### src/rtl/ptosda_param.sv
// Parallel-to-serial two-wire framer: valid/ready word in, start/data/stop frame out on scl/sda.
// Optional even-parity bit after the data bits when PTOSDA_PARITY_EN is defined.
module ptosda_param #(
    parameter int DATA_W    = 4,
    parameter int CLK_DIV   = 2,
    parameter bit MSB_FIRST = 1
) (
    input  logic              sclk,
    input  logic              rst,
    input  logic [DATA_W-1:0] data_in,
    input  logic              data_valid,
    output logic              data_ready,
    output logic              scl,
    output logic              sda_o,
    output logic              sda_oe,
    output logic              busy,
    output logic              frame_done
);
    localparam int CW = (CLK_DIV > 2) ? $clog2(CLK_DIV) : 1;
    localparam int BW = (DATA_W > 1) ? $clog2(DATA_W) : 1;
    localparam logic [CW-1:0] CNT_MAX = CW'(CLK_DIV - 1);
    localparam logic [CW-1:0] CNT_MID = CW'(CLK_DIV / 2 - 1);
    localparam logic [BW-1:0] BIT_TOP = BW'(DATA_W - 1);

    typedef enum logic [2:0] {
        IDLE     = 3'd0,
        LINK     = 3'd1,
        BITS     = 3'd2,
`ifdef PTOSDA_PARITY_EN
        PAR      = 3'd3,
`endif
        PRE_STOP = 3'd4,
        STOP     = 3'd5,
        RELEASE  = 3'd6
    } state_t;

    state_t            state_q, state_d;
    logic [CW-1:0]     cnt_q, cnt_d;
    logic              scl_q, scl_d;
    logic              sda_q, sda_d;
    logic              done_q, done_d;
    logic [DATA_W-1:0] shreg_q, shreg_d;
    logic [BW-1:0]     bitcnt_q, bitcnt_d;
    logic              mid;
    logic              nxt_bit;
    logic [DATA_W-1:0] shifted;
`ifdef PTOSDA_PARITY_EN
    logic              par_q, par_d;
`endif

    // Free-running scl; mid sits halfway between scl edges so sda never moves with scl.
    always_comb begin
        cnt_d = (cnt_q == CNT_MAX) ? '0 : cnt_q + CW'(1);
        scl_d = (cnt_q == CNT_MAX) ? ~scl_q : scl_q;
        mid   = (cnt_q == CNT_MID);
    end

    always_comb begin
        nxt_bit = MSB_FIRST ? shreg_q[DATA_W-1] : shreg_q[0];
        shifted = MSB_FIRST ? (shreg_q << 1) : (shreg_q >> 1);
    end

    always_comb begin
        state_d  = state_q;
        sda_d    = sda_q;
        done_d   = 1'b0;
        shreg_d  = shreg_q;
        bitcnt_d = bitcnt_q;
`ifdef PTOSDA_PARITY_EN
        par_d    = par_q;
`endif
        case (state_q)
            IDLE: begin
                sda_d = 1'b1;
                if (data_valid) begin
                    shreg_d = data_in;
`ifdef PTOSDA_PARITY_EN
                    par_d   = ^data_in;
`endif
                    state_d = LINK;
                end
            end
            LINK: begin
                if (mid && scl_q) begin
                    sda_d    = 1'b0;
                    bitcnt_d = BIT_TOP;
                    state_d  = BITS;
                end
            end
            BITS: begin
                if (mid && !scl_q) begin
                    sda_d   = nxt_bit;
                    shreg_d = shifted;
                    if (bitcnt_q == '0) begin
`ifdef PTOSDA_PARITY_EN
                        state_d = PAR;
`else
                        state_d = PRE_STOP;
`endif
                    end else begin
                        bitcnt_d = bitcnt_q - BW'(1);
                    end
                end
            end
`ifdef PTOSDA_PARITY_EN
            PAR: begin
                if (mid && !scl_q) begin
                    sda_d   = par_q;
                    state_d = PRE_STOP;
                end
            end
`endif
            PRE_STOP: begin
                if (mid && !scl_q) begin
                    sda_d   = 1'b0;
                    state_d = STOP;
                end
            end
            STOP: begin
                if (mid && scl_q) begin
                    sda_d   = 1'b1;
                    done_d  = 1'b1;
                    state_d = RELEASE;
                end
            end
            RELEASE: state_d = IDLE;
            default: begin
                state_d = IDLE;
                sda_d   = 1'b1;
            end
        endcase
    end

    always_ff @(posedge sclk or posedge rst) begin
        if (rst) begin
            state_q  <= IDLE;
            cnt_q    <= '0;
            scl_q    <= 1'b1;
            sda_q    <= 1'b1;
            done_q   <= 1'b0;
            shreg_q  <= '0;
            bitcnt_q <= '0;
        end else begin
            state_q  <= state_d;
            cnt_q    <= cnt_d;
            scl_q    <= scl_d;
            sda_q    <= sda_d;
            done_q   <= done_d;
            shreg_q  <= shreg_d;
            bitcnt_q <= bitcnt_d;
        end
    end

`ifdef PTOSDA_PARITY_EN
    always_ff @(posedge sclk or posedge rst) begin
        if (rst) par_q <= 1'b0;
        else     par_q <= par_d;
    end
`endif

    assign data_ready = (state_q == IDLE);
    assign busy       = (state_q != IDLE);
    assign sda_oe     = (state_q != IDLE);
    assign scl        = scl_q;
    assign sda_o      = sda_q;
    assign frame_done = done_q;

endmodule

### config.mk
export PLATFORM = sky130hd
export DESIGN_NAME = ptosda_param
export DESIGN_NICKNAME = d
export VERILOG_FILES = /design/src/rtl/ptosda_param.sv
export SDC_FILE = /design/constraint.sdc
export NUM_CORES = 1
export LEC_CHECK = 0
export BUFFER_PORTS_ARGS = -buffer_cell sky130_fd_sc_hd__buf_4
export CORE_AREA = 2 2 39 41
export DETAILED_ROUTE_END_ITERATION = 7
export DIE_AREA = 0 0 41 43
export GPL_ROUTABILITY_DRIVEN = 0
export GPL_TIMING_DRIVEN = 0
export PLACE_DENSITY = 0.78
export REMOVE_ABC_BUFFERS = 1
export SLEW_MARGIN = 30
export SYNTH_ARGS = -nofsm -noshare
export SYNTH_HDL_FRONTEND = slang
export SYNTH_SLANG_ARGS = --single-unit
### constraint.sdc
create_clock -name sclk -period 3.6 [get_ports sclk]
set_input_delay 0.18 -clock sclk [delete_from_list [all_inputs] [get_ports sclk]]
set_output_delay 0.18 -clock sclk [all_outputs]
set_load 0.005 [all_outputs]
**Word level (Yosys, flattened, before mapping)**

Cells that the tools add are included.

- Bitwise logic cells: 3
- Mux-type cells: 22
- Equality and inequality tests: 12
- Reductions and logical operators: 12
- $add $sub $neg: 2

Operators by type and width:

| operator | number |
|---|---|
| 3-bit two-way mux | 6 |
| 3-bit one-hot mux with 5 select lines | 1 |
| 2-bit != test, second input constant | 7 |
| 3-bit == test, second input constant | 3 |
| 4-bit two-way mux | 2 |
| 4-bit one-hot mux with 2 select lines | 1 |
| 1-bit two-way mux | 7 |
| 2-bit two-way mux | 3 |
| 6-bit AND reduction | 1 |
| 1-bit one-hot mux with 5 select lines | 1 |
| 5-bit AND reduction | 1 |
| 2-bit one-hot mux with 2 select lines | 1 |
| 4-bit AND reduction | 1 |
| 2-bit nonzero test | 2 |
| 3-bit by 1-bit == test with 1-bit output, second input constant | 1 |
| 3-bit by 2-bit == test with 1-bit output, second input constant | 1 |
| 3-bit zero test | 1 |
| 1-bit inverter | 3 |
| 3-bit AND reduction | 1 |
| 3-bit nonzero test | 1 |
| 1-bit logical AND | 2 |
| 2-bit zero test | 1 |
| 2-bit by 1-bit subtractor with 2-bit output, second input constant | 1 |
| 1-bit adder, second input constant | 1 |
| 1-bit zero test | 1 |

- Register bits after elaboration: 13
- Output and inout bits: 6
- Logic and storage cells: 58
- Bits of input ports: 7

**Longest topological paths before layout**

- Depth in word-level cells: 4
- Gate-level depth with buffers: 6
- Mapped depth without buffers: 6

**Worst setup path before layout**

OpenSTA, ideal clock, no wires.

- Path kind: flip-flop to flip-flop
- Start: register scl_q (netlist: scl)
- End: register bitcnt_q[1]
- Required time: 3.475 ns
- Slack: 1.951 ns
- Path buffers: 1
- Clock period less this slack: 1.649 ns
- Stages on the path, launching flop included: 6
- Library setup time: 0.125 ns
- Data arrival time: 1.524 ns
- Cells stage by stage: dfstp_2 > buf_4 > nor2b_1 > a21oi_1 > or3_4 > mux2_4

- Word-level cells in the longest chain between the ends: 4
- Elaborated cells between the ends (all ways): 6
- Classes of those cells: eq/ne: 2; reduce/logical: 4

RTL lines:

| item | RTL line | source |
|---|---|---|
| start, declared | 39 | `logic scl_q, scl_d;` |
| start signal, assigned | 146 | `scl_q <= scl_d;` |
| 1-bit zero test | 91 | `if (mid && !scl_q) begin` |
| 1-bit logical AND | 91 |  |
| 2-bit != test (no source line) | - |  |
| 4-bit AND reduction (no source line) (*) | - |  |
| end signal, assigned | 150 | `bitcnt_q <= bitcnt_d;` |
| end, declared | 43 | `logic [BW-1:0] bitcnt_q, bitcnt_d;` |

Mark *: on every way between the ends. The rest lies on a longest branch, timed or not.
A chain may end at the register's enable or synchronous reset.

**Worst setup path in the final report**

- Start: register bitcnt_q[0]
- End: register bitcnt_q[1]

- Word-level cells in the longest chain between the ends: 4
- Elaborated cells between the ends (all ways): 7
- Classes of those cells: add/sub: 1; eq/ne: 1; mux: 3; reduce/logical: 2

RTL lines:

| item | RTL line | source |
|---|---|---|
| 2-bit by 1-bit subtractor with 2-bit output | 101 | `bitcnt_d = bitcnt_q - BW'(1);` |
| 2-bit two-way mux | 94 | `if (bitcnt_q == '0) begin` |
| 2-bit two-way mux | 91 |  |
| 2-bit one-hot mux with 2 select lines | 72 | `case (state_q)` |

Parallel ways exist; a longest one is shown, timed or not. The select of a mux whose other input is x is not followed.

==> run summary <==
Status = finished clean
Total gr overflow = 0
Fin. max-slew vios = 0
Hold endpoint = shreg_q[0]
First-pass GRT wire length = 2150 µm
Met2 track demand over resource = 26.3%
Dpl hpwl = 860 µm
Nets = 95
Startpoint types = flop
Design Area, Final = 830 µm²
Clk_lat worst skew = 0.28 ns
Flop pwr share = 41.4%
DR vias = 559
Clock slew at reported path FFs = 0.08 ns
Post-CTS resize count = 0
Max Clock Skew = 0.00462 ns
Data required time of the critical path = 3.77 ns
Port bufs = 12
Via/cell ratio = 5.48
Mapped Area = 722 µm²
Top FF cell, synth = dfrtp_1
Switching Fraction = 36.7%
Post-Route WL = 1270 µm
CTS tree = yes
N_diodes = 0
Int Power = 0.384 mW
Die X = 41 µm
Mapped Cells = 75
Worst min-delay path startpoint = data_in[0]
Vias in the first global route = 499
Fin crit period = 1.74 ns
GRT met3 Usage = 3.14%
First-pass iteration count of the detailed router = 4
R2R Path Start = bitcnt_q[0]
Top Usage Layer GRT = met2
RSZ-0062 raised after global routing = false
Post-synth EDFFs = 0
Placed Cells = 97
R2r setup slk = 1.86 ns
Sinks on Clock Net = 13
Post-route ant nets = 0
# Max-Cap Violations = 0
Largest net degree at the start of global routing = 15
P per Cell Area = 730 nW/µm²
CTS H-tree lvls = 1
Async set-reset flop share out of synthesis = 100%
Clk network pwr share = 15.0%
Number of setup violations in the final report = 0
Postcts setup bufs = 0
Chip height = 43 µm
Yosys top cell by area = dfrtp_1
R2r endpoint = bitcnt_q[1]
Grt met1 use = 24.4%
Drt wl/cell = 12.5 µm
Leading post-synthesis cells by cell area = dfrtp_1 38%, dfstp_2 7.3%, mux2i_1 6.9%
Core Region = 1380 µm²
Root Driver = clkbuf_4
Initial Utilization = 52.2%
Crit-path max FO = 3
Post-synth top area share = 38.1%
Cell variety after synth = 29
Finished Layout Cells = 102
Area Growth Syn to Fin = 14.9%
Initial antenna violation count = 0
CTS Hold Bufs = 1
Worst r2r path cells = 6
Relative slew slack = 67.3%
Fmax = 576 MHz
Hold path cells = 3
Period utilization = 48.3%
Worst EP arrival = 1.91 ns
Synth top cells by count = 11 x dfrtp_1, 8 x inv_1, 8 x o21ai_0, 7 x nand2_1, 5 x mux2i_1
Fin. Hold Viols = 0
HP Class = primary input to flop
CTS Buffer Depth = 2
Worst Tran Pin Value = 0.491 ns
Maximum VDD drop = 0.308 mV
Top-count cell post-synth = dfrtp_1
Number of buffers created by CTS = 3
Die area = 1760 µm²
DR iter-0 viols = 11
WS Path Type = flop to flop
Ports = 13
Placed instance area = 793 µm²
Lkg Pwr = 0.424 nW
Psw = 0.222 mW
Flops & latches, synth = 13
Setup TNS = 0 ns
Share of post-route cells with drive strength above 1 = 24.4%
All-layer global routing usage = 18.4%
Mean post-synth cell area = 9.63 µm²
Warnings, synthesis = 0
Combinational Power Share = 43.6%
Sequential share of the synthesized area = 45.4%
CP Capture Type = flop
Critical path launch point = bitcnt_q[0]
Num rows = 14
DRC errors left = 0
## per-stage QoR
stage / setup slack (ns) / power, mW / utilization (%) / hold WS (ns)
global route: 1.78 / 0.660 / 59.9 / 0.186
CTS: 1.87 / 0.610 / 59.9 / 0.159
detailed placement: 1.89 / 0.518 / 57.3 / 0.239
global placement: 1.90 / 0.507 / 57.3 / 0.236
floorplan: 1.96 / 0.431 / - / 0.0555
finish: 1.86 / 0.606 / 59.9 / 0.164
## critical path, stage by stage, from the launching register on
cell	delay [ns]
dfrtp_1	0.33
inv_1	0.06
ha_1	0.26
nor4b_4	0.26
a21oi_1	0.06
or3_4	0.36
mux2_4	0.30
## cell type report
| type | count | area, µm² |
|---|---|---|
| inverters | 8 | 30.0 |
| repair buffers | 13 | 100 |
| clock buffers | 4 | 26.3 |
| well taps | 16 | 20.0 |
| fillers | 130 | 554 |
| flip-flops and latches | 13 | 328 |
| multi-input cells | 48 | 325 |
## per-layer routing
metal | vias to the layer above | share of wire, % | routed length, µm
li1 | 275 | - | -
met1 | 264 | 47 | 597
met2 | 16 | 47 | 602
met3 | 4 | 4.3 | 54
met4 | 0 | 1.3 | 16
met5 | - | 0 | 0
## power groups by stage
stage,Clock (mW),Sequential [mW],Combinational [mW]
6_report,0.0911,0.251,0.264
5_1_grt,0.0994,0.260,0.301
4_1_cts,0.0928,0.251,0.267
3_5_place_dp,0,0.254,0.265
3_3_place_gp,0,0.250,0.257
2_1_floorplan,0,0.240,0.191
## cells in the final DEF (no fill, tap or decap), types with 3 or more instances in the layout
cell type  instances
buf_4             12
dfrtp_1           11
inv_1              8
o21ai_0            8
nand2_1            7
mux2i_1            5
nor2_1             4
nor2b_1            3
a21oi_1            3
clkbuf_4           3
## registers in the layout, summed over array words and instances, names as in the netlist
register	count
bitcnt_q	2
cnt_q	1
frame_done	1
scl	1
sda_o	1
shreg_q	4
state_q	3
## worst max-delay path by stage
stage,slack (ns),to
CTS,1.87,bitcnt_q[1]
global route,1.78,bitcnt_q[1]
detailed placement,1.89,bitcnt_q[1]
global placement,1.90,bitcnt_q[1]
floorplan,1.96,bitcnt_q[1]
finish,1.86,bitcnt_q[1]
## kinds of logic after synthesis
kind of cell	count (synthesis)	share of synthesized area (%)
adders and majority gates	1	1.73
muxes	7	10.6
and+or+nand+nor	22	18.0
AOI/OAI and AO/OA	16	12.3
buffers and inverters	14	9.53
DFF	13	45.4
xor gates and xnor gates	2	2.43
Note: power is estimated with default switching activity, not from simulation.
